===== config.mk =====
export PLATFORM = sky130hd
export DESIGN_NAME = fifo_write_arbiter
export DESIGN_NICKNAME = d
export VERILOG_FILES = /design/src/rtl/fifo_pkg.sv /design/src/rtl/fifo_write_arbiter.sv
export SDC_FILE = /design/constraint.sdc
export NUM_CORES = 1
export LEC_CHECK = 0
export CORE_UTILIZATION = 43
export DETAILED_ROUTE_END_ITERATION = 10
export PLACE_DENSITY = 0.87
export RECOVER_POWER = 50
export SLEW_MARGIN = 20
export SYNTH_ARGS = -nofsm -noshare
export SYNTH_HDL_FRONTEND = slang
export SYNTH_SLANG_ARGS = --single-unit

===== constraint.sdc =====
create_clock -name fifoarb_clk_i -period 7.7 [get_ports fifoarb_clk_i]
set_input_delay 0.77 -clock fifoarb_clk_i [delete_from_list [all_inputs] [get_ports fifoarb_clk_i]]
set_output_delay 0.77 -clock fifoarb_clk_i [all_outputs]
set_load 0.03 [all_outputs]

===== src/rtl/fifo_pkg.sv =====
// Shared state / grant encodings for the FIFO write arbiter and its companions.
// The arbitration helper is reused by any controller that needs the same policy.
package fifo_pkg;

  localparam logic [1:0] ST_IDLE   = 2'b00;
  localparam logic [1:0] ST_GRANT0 = 2'b01;
  localparam logic [1:0] ST_GRANT1 = 2'b10;

  localparam logic [1:0] GNT_NONE = 2'b00;
  localparam logic [1:0] GNT_REQ0 = 2'b01;
  localparam logic [1:0] GNT_REQ1 = 2'b10;

  // A lone requester wins outright; a tie goes to the requester named by ptr.
  function automatic logic [1:0] arbitrate(input logic r0, input logic r1, input logic ptr);
    if (r0 && r1) return ptr ? ST_GRANT1 : ST_GRANT0;
    else if (r0)  return ST_GRANT0;
    else if (r1)  return ST_GRANT1;
    else          return ST_IDLE;
  endfunction

endpackage


===== src/rtl/fifo_write_arbiter.sv =====
// Two-requester burst arbiter feeding a single FIFO write port.
// The owner streams up to BURST_LEN words per grant; full stalls hold the grant.
module fifo_write_arbiter
  import fifo_pkg::*;
#(
  parameter int DATA_WIDTH = 32,
  parameter int BURST_LEN  = 4,
  parameter int CNT_WIDTH  = 16
) (
  input  logic                  fifoarb_clk_i,
  input  logic                  fifoarb_rst_i,
  input  logic                  fifoarb_req0_i,
  input  logic                  fifoarb_req1_i,
  input  logic [DATA_WIDTH-1:0] fifoarb_data0_i,
  input  logic [DATA_WIDTH-1:0] fifoarb_data1_i,
  output logic                  fifoarb_ack0_o,
  output logic                  fifoarb_ack1_o,
  input  logic                  fifoarb_fullflag_i,
  output logic                  fifoarb_writeflag_o,
  output logic [DATA_WIDTH-1:0] fifoarb_writedata_o,
  output logic [1:0]            fifoarb_grant_o,
  output logic [CNT_WIDTH-1:0]  fifoarb_count0_o,
  output logic [CNT_WIDTH-1:0]  fifoarb_count1_o
);

  localparam logic [7:0] BURST_LAST = 8'(BURST_LEN - 1);

  logic [1:0]           state_q, state_d;
  logic                 ptr_q, ptr_d;
  logic [7:0]           bcnt_q, bcnt_d;
  logic [CNT_WIDTH-1:0] count0_q, count0_d;
  logic [CNT_WIDTH-1:0] count1_q, count1_d;

  logic own;
  logic own_req;
  logic acc;

  always_comb begin
    state_d             = state_q;
    ptr_d               = ptr_q;
    bcnt_d              = bcnt_q;
    own                 = (state_q == ST_GRANT1);
    own_req             = own ? fifoarb_req1_i : fifoarb_req0_i;
    acc                 = 1'b0;
    fifoarb_ack0_o      = 1'b0;
    fifoarb_ack1_o      = 1'b0;
    fifoarb_writeflag_o = 1'b0;
    fifoarb_writedata_o = '0;
    fifoarb_grant_o     = GNT_NONE;
    case (state_q)
      ST_IDLE: begin
        state_d = arbitrate(fifoarb_req0_i, fifoarb_req1_i, ptr_q);
        bcnt_d  = 8'd0;
      end
      ST_GRANT0, ST_GRANT1: begin
        acc                 = own_req && !fifoarb_fullflag_i;
        fifoarb_ack0_o      = acc && !own;
        fifoarb_ack1_o      = acc && own;
        fifoarb_writeflag_o = acc;
        fifoarb_writedata_o = own ? fifoarb_data1_i : fifoarb_data0_i;
        fifoarb_grant_o     = own ? GNT_REQ1 : GNT_REQ0;
        // Release hands priority to the other side, then re-arbitrates on the
        // live requests, so an exhausted burst with no rival regrants in place.
        if (!own_req || (acc && bcnt_q == BURST_LAST)) begin
          ptr_d   = ~own;
          state_d = arbitrate(fifoarb_req0_i, fifoarb_req1_i, ~own);
          bcnt_d  = 8'd0;
        end else if (acc) begin
          bcnt_d = bcnt_q + 8'd1;
        end
      end
      default: begin
        state_d = ST_IDLE;
        bcnt_d  = 8'd0;
      end
    endcase
  end

  assign count0_d = count0_q + {{(CNT_WIDTH-1){1'b0}}, fifoarb_ack0_o};
  assign count1_d = count1_q + {{(CNT_WIDTH-1){1'b0}}, fifoarb_ack1_o};

  always_ff @(posedge fifoarb_clk_i) begin
    if (fifoarb_rst_i) begin
      state_q  <= ST_IDLE;
      ptr_q    <= 1'b0;
      bcnt_q   <= 8'd0;
      count0_q <= '0;
      count1_q <= '0;
    end else begin
      state_q  <= state_d;
      ptr_q    <= ptr_d;
      bcnt_q   <= bcnt_d;
      count0_q <= count0_d;
      count1_q <= count1_d;
    end
  end

  assign fifoarb_count0_o = count0_q;
  assign fifoarb_count1_o = count1_q;

endmodule


==> metrics.md <==
| Metric | Value |
|---|---|
| Compound-Gate Fraction of Synth Area | 0.0548 |
| Summed instance area of the synthesized netlist | around 2600 sq um |
| Worst VDD drop | ~120 uV |
| Global route total overflow | 0 |
| Synth Warn # | 0 |
| Unrepaired setup endpoints after global routing | no |
| Sink count of the clock tree | 43 |
| Clk Tree Root Cell | sky130_fd_sc_hd__clkbuf_8 |
| Number of buffers and inverters on the critical path | 2 |
| Kind of end point of the critical path | output pin |
| Chip width | about 80 um |
| Detailed Routing Iterations Pass 1 | 4 |
| Portion of netlist area occupied by mux cells | 0.139 |
| Number of core rows | 27 |
| Total GRT Usage | 0.220 |
| Stage delay of the slowest cell on the critical path | roughly 1.6 ns |
| Die Ht | roughly 80 um |
| Dominant combinational cell family by area after synthesis | simple AND/OR/NAND/NOR gates |
| WP data required | roughly 6.9 ns |
| Final Setup Violations | 0 |
| Post-synthesis share of cell area spent on xor and xnor gates | 0.0941 |
| Antenna Cells | 0 |
| Insertion delay to the later sink of the worst-skew pair | ~0.30 ns |
| Hold violation count in the final report | 0 |
| Final clock skew | ~0.0096 ns |
| Critical path startpoint category | flip-flop |
| Final design area excluding fillers | 4090 sq um |
| Post-route setup TNS | 0 ns |
| Tot Pwr | ~0.66 mW |
| Count of different cell masters after synthesis | 38 |
| Number of instances resized during post-cts repair | 0 |
| Number of global-route vias before repair | between 2000 and 2500 |
| Number of antenna violations at the first check in global routing | 0 |
| Area after DPL | 4020 sq um |
| Initial core utilization | 0.459 |
| Synthesized net count | approximately 390 |
| Final Core Density | 0.721 |
| Avg Cell Area, Syn | ~8.6 sq um |
| Family with the most delay on the worst path | adder cells |
| Peak clock frequency supported by timing | approximately 200 MHz |
| Die ar. | roughly 6400 sq um |
| Data arrival at the endpoint of the critical path | approximately 4.3 ns |
| Post-synthesis share of cell area spent on full adders, half adders and majority gates | 0.0576 |
| Post-layout net count | roughly 520 |
| WL final | between 6000 and 7000 um |
| Postcts setup bufs | 0 |
| Fraction of registers with async set or reset after synthesis | 0 |
| Hold Path Class | flip-flop to flip-flop |
| Simple-Gate Fraction of Synth Area | 0.288 |
| Detail Route Antenna Nets | 0 |
| Routed vias | roughly 2600 |
| Clk buf depth | 2 |
| Cells after Synth | approximately 300 |
| Starting DRT DRC Count | 65 |
| First-pass GRT wire length | 10900 um |
| Hold buffer count at cts | 0 |
| Status | complete, but fails checks |
| Gp weighted congestion | between 0.8 and 0.9 |
| Max-slew violation count | 40 |
| Remaining routing DRC violations | 0 |
| Max Cap Violations | 1 |
| Final Critical Period | slightly above 5 ns |
| Violations in the final reports | capacitance limit, slew limit |
| Path type of the worst setup path | flip-flop to output pin |
| Reg clk slew, reported paths | 0.08 ns |
| CP Max Fanout | 39 |
| Mean routed wirelength per cell | 13.6 um |
| Number of clock buffers inserted by TritonCTS | 5 |
| Synthesis-stage register bit count | 43 |
| Critical Path, Cell by Cell | inv_1, ha_1, mux2i_1, nor2_1, and2_0, nor2b_1, clkdlybuf4s50_1 |
| Worst hold margin | 0.490 ns |
| Part of the Yosys area used for sequential elements | 0.330 |
| I/O pin count | roughly 140 |
| Final period utilization | 0.663 |
| Leakage power of the design | ~1.5 nW |
| Commonest register cell after synthesis | sky130_fd_sc_hd__dfxtp_1 |
| CORE AREA | between 5000 and 6000 sq um |
| TritonCTS clock tree | done |
| Power density normalized to cell area | between 150 and 200 nW/um^2 |
| Number of synthesized flops with an enable pin | 0 |
| Worst slew margin | -0.373 |
| Sequential cell area in the final layout | 861 sq um |
| Mean number of vias per cell | 5.09 |
| Pin count of the biggest net entering global routing | between 40 and 50 |
| Pin slew with the least headroom to its limit | around 2 ns |
| Number of H-tree levels | 2 |
| Fillers | approximately 470 |
| Layout cell share with drive strength beyond 1 | 0.0321 |
| Post-DP HPWL | between 5000 and 6000 um |
| Growth of design area from synthesis to finish | 57.2% |
| I/O Buffers | 137 |
| Critical path's slowest cell | sky130_fd_sc_hd__ha_1 |
| Footprint of the multi-input gates | 1650 sq um |
[cell usage in the layout, fill, tap and decap left out, types with 2 or more instances in the layout]
master                              n
sky130_fd_sc_hd__a21oi_1            9
sky130_fd_sc_hd__nor3_1             8
sky130_fd_sc_hd__or4_1              2
sky130_fd_sc_hd__and3_1             3
sky130_fd_sc_hd__nor2_1            32
sky130_fd_sc_hd__o21ai_0            7
sky130_fd_sc_hd__dlygate4sd3_1     34
sky130_fd_sc_hd__xor2_1            11
sky130_fd_sc_hd__nand2b_1           2
sky130_fd_sc_hd__inv_1              9
sky130_fd_sc_hd__clkdlybuf4s50_1  103
sky130_fd_sc_hd__ha_1              12
sky130_fd_sc_hd__xnor2_1           17
sky130_fd_sc_hd__dfxtp_1           43
sky130_fd_sc_hd__a311oi_1           3
sky130_fd_sc_hd__or3_1              4
sky130_fd_sc_hd__nand2_1           16
sky130_fd_sc_hd__nand3_1           10
sky130_fd_sc_hd__nor4_1             7
sky130_fd_sc_hd__nand4_1            8
sky130_fd_sc_hd__nor2b_1           38
sky130_fd_sc_hd__clkbuf_8           5
sky130_fd_sc_hd__mux2i_1           35
sky130_fd_sc_hd__and2_0             2
[state kept, by name (all words and copies together) (netlist names)]
signal            count
bcnt_q                8
fifoarb_count1_o     16
ptr_q                 1
fifoarb_count0_o     16
state_q               2
[routing by layer]
layer / vias to the layer above / share of wire / track usage
met4: 0 / 0.0083 / 0.0482
met5: - / 0 / 0
met3: 6 / 0.074 / 0.0731
li1: 1302 / - / -
met2: 98 / 0.52 / 0.401
met1: 1180 / 0.40 / 0.247
[final cells by class]
type / instances / area share
Tap cell: 72 / 0.0220
Clock buffer: 6 / 0.0177
Inverter: 9 / 0.00825
Sequential cell: 43 / 0.210
Clock inverter: 2 / 0.00306
Multi-Input combinational cell: 238 / 0.402
Timing Repair Buffer: 138 / 0.337
[path summary, 6_finish.rpt]
check	from	to	slack, ns	depth (start not counted)
setup / recovery	state_q[0]	fifoarb_ack0_o	2.59	7
hold reg to reg	fifoarb_count1_o[15]	fifoarb_count1_o[15]	0.49	2
hold / removal	fifoarb_count1_o[15]	fifoarb_count1_o[15]	0.49	2
setup reg to reg	state_q[0]	fifoarb_count0_o[12]	3.12	12
[cell families (layout without fill, tap and decap cells)]
logic type                 Yosys count  count (layout)
DFF                                 43              43
buffers and inverters               23             155
adders and majority gates           12              12
muxes                               36              36
and+or+nand+nor                    139             139
xor gates and xnor gates            28              28
AOI/OAI and AO/OA                   23              23
[report_power, final]
part / switching (mW) / internal (mW)
clock network: 0.0782 / 0.0634
registers: 0.00356 / 0.226
logic: 0.153 / 0.139
[metrics by stage]
stage / std cells / setup slack, ns
3_3_place_gp: 500 / 3.84
2_1_floorplan: 304 / 4.47
5_1_grt: 508 / 2.32
4_1_cts: 508 / 3.40
3_5_place_dp: 500 / 3.73
6_report: 508 / 2.59
[synthesized netlist by cell type, types with 2 or more instances]
cell                       count  area [sq um]
sky130_fd_sc_hd__a311oi_1      3          26.3
sky130_fd_sc_hd__or3_1         4          25.0
sky130_fd_sc_hd__nor4_1        7          43.8
sky130_fd_sc_hd__nor2_1       32           120
sky130_fd_sc_hd__or4_1         2          15.0
sky130_fd_sc_hd__nor3_1        8          40.0
sky130_fd_sc_hd__dfxtp_1      43           861
sky130_fd_sc_hd__xnor2_1      17           149
sky130_fd_sc_hd__mux2i_1      35           350
sky130_fd_sc_hd__and2_1        2          12.5
sky130_fd_sc_hd__o21ai_0       6          30.0
sky130_fd_sc_hd__buf_2         3          15.0
sky130_fd_sc_hd__nand2_1      16          60.1
sky130_fd_sc_hd__a21oi_1       9          45.0
sky130_fd_sc_hd__xor2_1       11          96.3
sky130_fd_sc_hd__nand2b_1      2          12.5
sky130_fd_sc_hd__nand4_1       8          50.1
sky130_fd_sc_hd__inv_1         9          33.8
sky130_fd_sc_hd__nor2b_1      38           238
sky130_fd_sc_hd__ha_1         12           150
sky130_fd_sc_hd__and3_1        3          18.8
sky130_fd_sc_hd__nand3_1      10          50.1
sky130_fd_sc_hd__clkbuf_1      9          33.8
[worst register-to-register path: stages (launching register included)]
cell and delay (ns):
sky130_fd_sc_hd__dfxtp_1 0.34, sky130_fd_sc_hd__inv_1 0.11, sky130_fd_sc_hd__ha_1 1.57, sky130_fd_sc_hd__mux2i_1 0.43, sky130_fd_sc_hd__nor2_1 0.34, sky130_fd_sc_hd__and2_0 0.22
sky130_fd_sc_hd__nor2b_1 0.24, sky130_fd_sc_hd__ha_1 0.20, sky130_fd_sc_hd__ha_1 0.19, sky130_fd_sc_hd__nand2_1 0.16, sky130_fd_sc_hd__nor4_1 0.40, sky130_fd_sc_hd__xnor2_1 0.17
sky130_fd_sc_hd__nor2_1 0.05
Note: power is estimated with default switching activity, not from simulation.
